==> src/rtl/score_renderer.sv <==
// Draws the 3-digit score into the framebuffer: latches the score, captures the
// glyph bitmap from score_to_display, then streams 90 pixel writes over valid/ready.
module score_renderer #(
    parameter int         X_ORIGIN    = 0,
    parameter int         Y_ORIGIN    = 0,
    parameter int         DIGIT_PITCH = 6,
    parameter logic [2:0] FG_COLOUR   = 3'b111,
    parameter logic [2:0] BG_COLOUR   = 3'b000,
    parameter bit         BLANK_LZ    = 1'b0
) (
    input  logic        clock,
    input  logic        reset,
    input  logic [7:0]  score,
    input  logic        update,
    output logic [7:0]  disp_score,
    input  logic [89:0] disp_bitmap,
    output logic [7:0]  plot_x,
    output logic [6:0]  plot_y,
    output logic [2:0]  plot_colour,
    output logic        plot_valid,
    input  logic        plot_ready,
    output logic        busy,
    output logic        done
);

    typedef enum logic [2:0] {IDLE, LATCH, CAPTURE, DRAW, DONE} state_t;

    state_t      state, state_next;
    logic        pending;
    logic [89:0] bitmap;
    logic        blank_h, blank_t;
    logic [1:0]  digit;
    logic [2:0]  row, col;
    logic        xfer, last_pixel, glyph_bit, digit_blank;
    logic [6:0]  bit_idx;

    assign xfer        = (state == DRAW) && plot_ready;
    assign last_pixel  = (digit == 2'd0) && (row == 3'd4) && (col == 3'd5);
    assign bit_idx     = 7'(30 * int'(digit) + 6 * int'(row) + 5 - int'(col));
    assign glyph_bit   = bitmap[bit_idx];
    assign digit_blank = ((digit == 2'd2) && blank_h) || ((digit == 2'd1) && blank_t);

    // NOTE: every signal written here gets a default first, so no path can infer a latch.
    always_comb begin
        state_next  = state;
        plot_valid  = 1'b0;
        plot_x      = '0;
        plot_y      = '0;
        plot_colour = '0;
        busy        = (state != IDLE);
        done        = 1'b0;
        case (state)
            IDLE:    if (update || pending) state_next = LATCH;
            LATCH:   state_next = CAPTURE;
            CAPTURE: state_next = DRAW;
            DRAW: begin
                plot_valid  = 1'b1;
                plot_x      = 8'(X_ORIGIN + (2 - int'(digit)) * DIGIT_PITCH + int'(col));
                plot_y      = 7'(Y_ORIGIN + int'(row));
                plot_colour = (glyph_bit && !digit_blank) ? FG_COLOUR : BG_COLOUR;
                if (xfer && last_pixel) state_next = DONE;
            end
            DONE: begin
                done       = 1'b1;
                state_next = pending ? LATCH : IDLE;
            end
            default: state_next = IDLE;
        endcase
    end

    // NOTE: sequential state uses non-blocking assignments so all registers update together.
    always_ff @(posedge clock or posedge reset) begin
        if (reset) begin
            state      <= IDLE;
            pending    <= 1'b0;
            disp_score <= '0;
            bitmap     <= '0;
            blank_h    <= 1'b0;
            blank_t    <= 1'b0;
            digit      <= '0;
            row        <= '0;
            col        <= '0;
        end else begin
            state <= state_next;

            // A redraw that starts consumes the request; any update while busy queues one more.
            if (state_next == LATCH)
                pending <= 1'b0;
            else if (state != IDLE && update)
                pending <= 1'b1;

            if (state == LATCH)
                disp_score <= score;

            if (state == CAPTURE) begin
                bitmap  <= disp_bitmap;
                // Hundreds is zero iff score < 100; hundreds and tens both zero iff score < 10.
                blank_h <= BLANK_LZ && (disp_score < 8'd100);
                blank_t <= BLANK_LZ && (disp_score < 8'd10);
                digit   <= 2'd2;
                row     <= 3'd0;
                col     <= 3'd0;
            end else if (xfer) begin
                if (col == 3'd5) begin
                    col <= 3'd0;
                    if (row == 3'd4) begin
                        row <= 3'd0;
                        if (digit != 2'd0) digit <= digit - 2'd1;
                    end else begin
                        row <= row + 3'd1;
                    end
                end else begin
                    col <= col + 3'd1;
                end
            end
        end
    end

endmodule

==> config.mk <==
export PLATFORM = sky130hd
export DESIGN_NAME = score_renderer
export DESIGN_NICKNAME = d
export VERILOG_FILES = /design/src/rtl/score_renderer.sv
export SDC_FILE = /design/constraint.sdc
export NUM_CORES = 1
export LEC_CHECK = 0
export CORE_MARGIN = 4
export CORE_UTILIZATION = 46
export DETAILED_ROUTE_END_ITERATION = 7
export PLACE_DENSITY = 0.77
export SYNTH_ARGS = -nofsm -noshare
export SYNTH_HDL_FRONTEND = slang
export SYNTH_SLANG_ARGS = --single-unit
==> constraint.sdc <==
create_clock -name clock -period 4.85 [get_ports clock]
set_input_delay 0.97 -clock clock [delete_from_list [all_inputs] [get_ports clock]]
set_output_delay 0.97 -clock clock [all_outputs]
set_load 0.01 [all_outputs]
==> results.yml, run 1 <==
floorplanning:
  core_sq_mm: 0.01211
  dieArea_sq_mm: 0.01434
  die_w_microns: 119.7
  row_count: 40
  die_y_microns: 119.7
  initial_utilization_pct: 47.43
  io_pins: 131
global_routing:
  grt_overflow: 0
  grt_max_degree: 94
  grt_pass1_vias: 4867
  gr-usage-all-layers_pct: 20.06
  grt_pass1_wl_mm: 23.18
  grt_antenna_before_repair: 0
cts:
  cts_buffers: 9
  clk_pin_slew_ps: 70
  clkLatencyLatePin_ps: 340
  cts.sinks: 110
  holdBufCountCts: 0
  clock_tree.root_cell: "clkbuf_16"
  tritoncts: "built"
  cts_buffer_depth: 2
  htree_levels: 3
worst_setup_path:
  r2r_slack_ps: 2320
  crit_fanout: 9
  cp-start-kind: "flip-flop"
  crit_slowest_cell: "mux4_1"
  critical_path_class: "flip-flop to primary output"
  critPathCapture: "plot_colour[0]"
  critPathArrivalTime_ps: 4030
  reg2regPathDepth: 7
  critPathMaxStageDelay_ps: 560
  worstSetupStartpoint: "digit[0]"
  timing.rr.start: "state[2]"
  cp-end-kind: "primary output"
  reg2reg_to: "state[0]"
  crit_chain: "inv_2 -> ha_4 -> inv_2 -> ha_4 -> inv_2 -> fa_1 -> ha_4 -> buf_4 -> buf_12 -> mux4_1 -> and3_1 -> nor4_1 -> a31oi_1 -> a31o_1 -> buf_2"
  cp.required_ps: 3880
route:
  postRouteWirelength_mm: 14.21
  firstDrtPassIters: 5
  via_per_inst: 5.089
  wl_per_cell_microns: 15.48
  ant_nets: 0
  first_iter_violations: 304
  via_count: 4672
  drc: 0
synth:
  avgSynthCellArea_sq_um: 9.340
  synth-main-ff-cell: "dfrtp_1"
  yosysTopAreaCell: "dfrtp_1"
  syn_area_sq_mm: 0.005744
  yosysWarnings: 0
  synth_edf_count: 0
  yosysUniqueCellTypes: 43
  synthArstFlopShare_pct: 100.0
  netlist_instances: 615
  yosysTopAreaCellShare_pct: 47.92
  ys_seq_area_share_pct: 47.92
  ys_top_cells_by_area: "dfrtp_1 (48%), nand2_1 (18%), mux4_2 (5.1%)"
  ys_seq_elements: 110
timing:
  min_period_ps: 4998
  hold_ws_ps: 467.5
  fin_crit_sh_pct: 103.1
  fin_ws_ps: -148.5
  fmax_ghz: 0.2001
  finalSetupViolCount: 3
  drv_slew: 0
  hold_viol_final: 0
  worstMarginPinSlew_ps: 984.0
  rsz0062_at_grt: "true"
  skew_ps: 8.756
  totalNegativeSetupSlack_ps: -442.2
  slew-limit-headroom_pct: 34.40
layout:
  n_antenna_cell: 0
  nets: 874
  fillers: 979
  syn2layout_area_growth_pct: 32.72
  most-common-layout-cells: "nand2_1 (282), clkdlybuf4s50_1 (123), dfrtp_1 (110)"
  final_common_cell: "nand2_1"
  drive_above_1_share_pct: 12.80
  design_area_sq_mm: 0.007624
  final_util_pct: 62.94
power:
  clockPowerShare_pct: 17.3
  p_int_uw: 2610
  power.switching_uw: 1690
  share_comb_of_total_power_pct: 60.3
  swShare_pct: 39.29
  p_per_area_mw_per_mm2: 564.0
  power.sequential.fraction_pct: 22.4
  max-vdd-ir-drop_v: 0.0004235
  leakage_uw: 0.003274
  power_uw: 4300
place:
  place_congestion: 0.8199
  port_buffers: 126
  place_area_sq_mm: 0.007246
  hpwl_mm: 10.17
hold_path:
  hold_path_class: "flip-flop to flip-flop"
run_status:
  violations: "negative setup slack"
  status: "finished with violations"
run:
  drv_cap: 0
## sequential cells by signal, indices dropped and copies added, names as in the netlist
signal,count
bitmap,90
col,3
digit,2
disp_score,8
pending,1
row,3
state,3
## critical path: cells and delay by family (launching register included)
kind	cells	cell delay (ps)
adder cells (fa/ha/maj)	4	1300
AO/OA/AOI/OAI	2	340
flip-flops	1	370
multiplexers	1	560
buffers and inverters	6	570
AND/OR/NAND/NOR	2	560
## Yosys cell counts (8+ instances only)
cell type  instances
mux4_2            13
xnor2_1            8
nand2_1          283
nor2_1            18
inv_1             29
mux4_1             9
clkbuf_1          19
dfrtp_1          110
buf_4              9
ha_1              23
a21oi_1           11
mux2_2            11
## timing repair
item	in CTS	in global routing
pin swaps	13	2
endpoints found under the hold margin	0	0
gates resized for setup	32	2
setup endpoints to repair	3	3
setup buffers	3	0
## cell type report
type	instances	area, sq um	area share [%]
flip-flops and latches	110	2753	36.11
inverters	30	115.1	1.510
well taps	168	210.2	2.757
clock buffers	10	229.0	3.003
repair buffers	154	1473	19.32
clock inverters	6	70.07	0.9191
multi-input cells	440	2774	36.39
## how the worst min path moves through the flow
stage,start,endpoint,slack [ps],cells past startpoint
3_3_place_gp,bitmap[0],bitmap[0],450,2
2_1_floorplan,bitmap[28],bitmap[28],440,2
3_5_place_dp,bitmap[30],bitmap[30],450,2
6_report,bitmap[30],bitmap[30],470,2
4_1_cts,bitmap[30],bitmap[30],470,2
5_1_grt,bitmap[15],bitmap[15],490,2
## stage by stage
stage          setup WS (ps)  instances
2_1_floorplan          79.52        618
3_3_place_gp          -37.85        899
3_5_place_dp          -131.2        899
4_1_cts               -3.649        918
5_1_grt               -248.2        918
6_report              -148.5        918
## routing by layer
| metal | vias up | part of all wire [%] | track usage [%] |
|---|---|---|---|
| li1 | 2224 | - | - |
| met4 | 0 | 2.2 | 7.659 |
| met2 | 155 | 50 | 34.11 |
| met5 | - | 0 | 0 |
| met1 | 2266 | 42 | 25.41 |
| met3 | 27 | 5.6 | 3.959 |
## power groups by stage
stage / registers [uW] / clock network, uW / logic, uW
global placement: 977 / 0 / 2340
detailed placement: 979 / 0 / 2420
floorplan: 982 / 0 / 1540
CTS: 963 / 751 / 2500
finish: 962 / 745 / 2590
global route: 966 / 792 / 2800
## logic make-up (layout without fill, tap and decap cells)
logic type | after synthesis | in the layout | synth area share [%]
flip-flops | 110 | 110 | 47.92
AO/OA/AOI/OAI | 28 | 28 | 3.006
XOR/XNOR | 12 | 12 | 1.830
other | 1 | 4 | 0.06528
adder cells (fa/ha/maj) | 27 | 27 | 6.404
multiplexers | 38 | 38 | 12.24
buffers and inverters | 68 | 200 | 5.271
AND/OR/NAND/NOR | 331 | 331 | 23.26
Note: power is estimated with default switching activity, not from simulation.
==> inputs of run 2 (changes only) <==
--- a/config.mk
+++ b/config.mk
@@ -5,9 +5,12 @@
 export SDC_FILE = /design/constraint.sdc
 export NUM_CORES = 1
 export LEC_CHECK = 0
+export CAP_MARGIN = 10
 export CORE_MARGIN = 4
 export CORE_UTILIZATION = 46
+export CTS_CLUSTER_SIZE = 24
 export DETAILED_ROUTE_END_ITERATION = 7
+export HOLD_SLACK_MARGIN = 0.03
 export PLACE_DENSITY = 0.77
 export SYNTH_ARGS = -nofsm -noshare
 export SYNTH_HDL_FRONTEND = slang
==> results of run 2 <==
Final layout, timing and power as in run 1 (identical DEF).
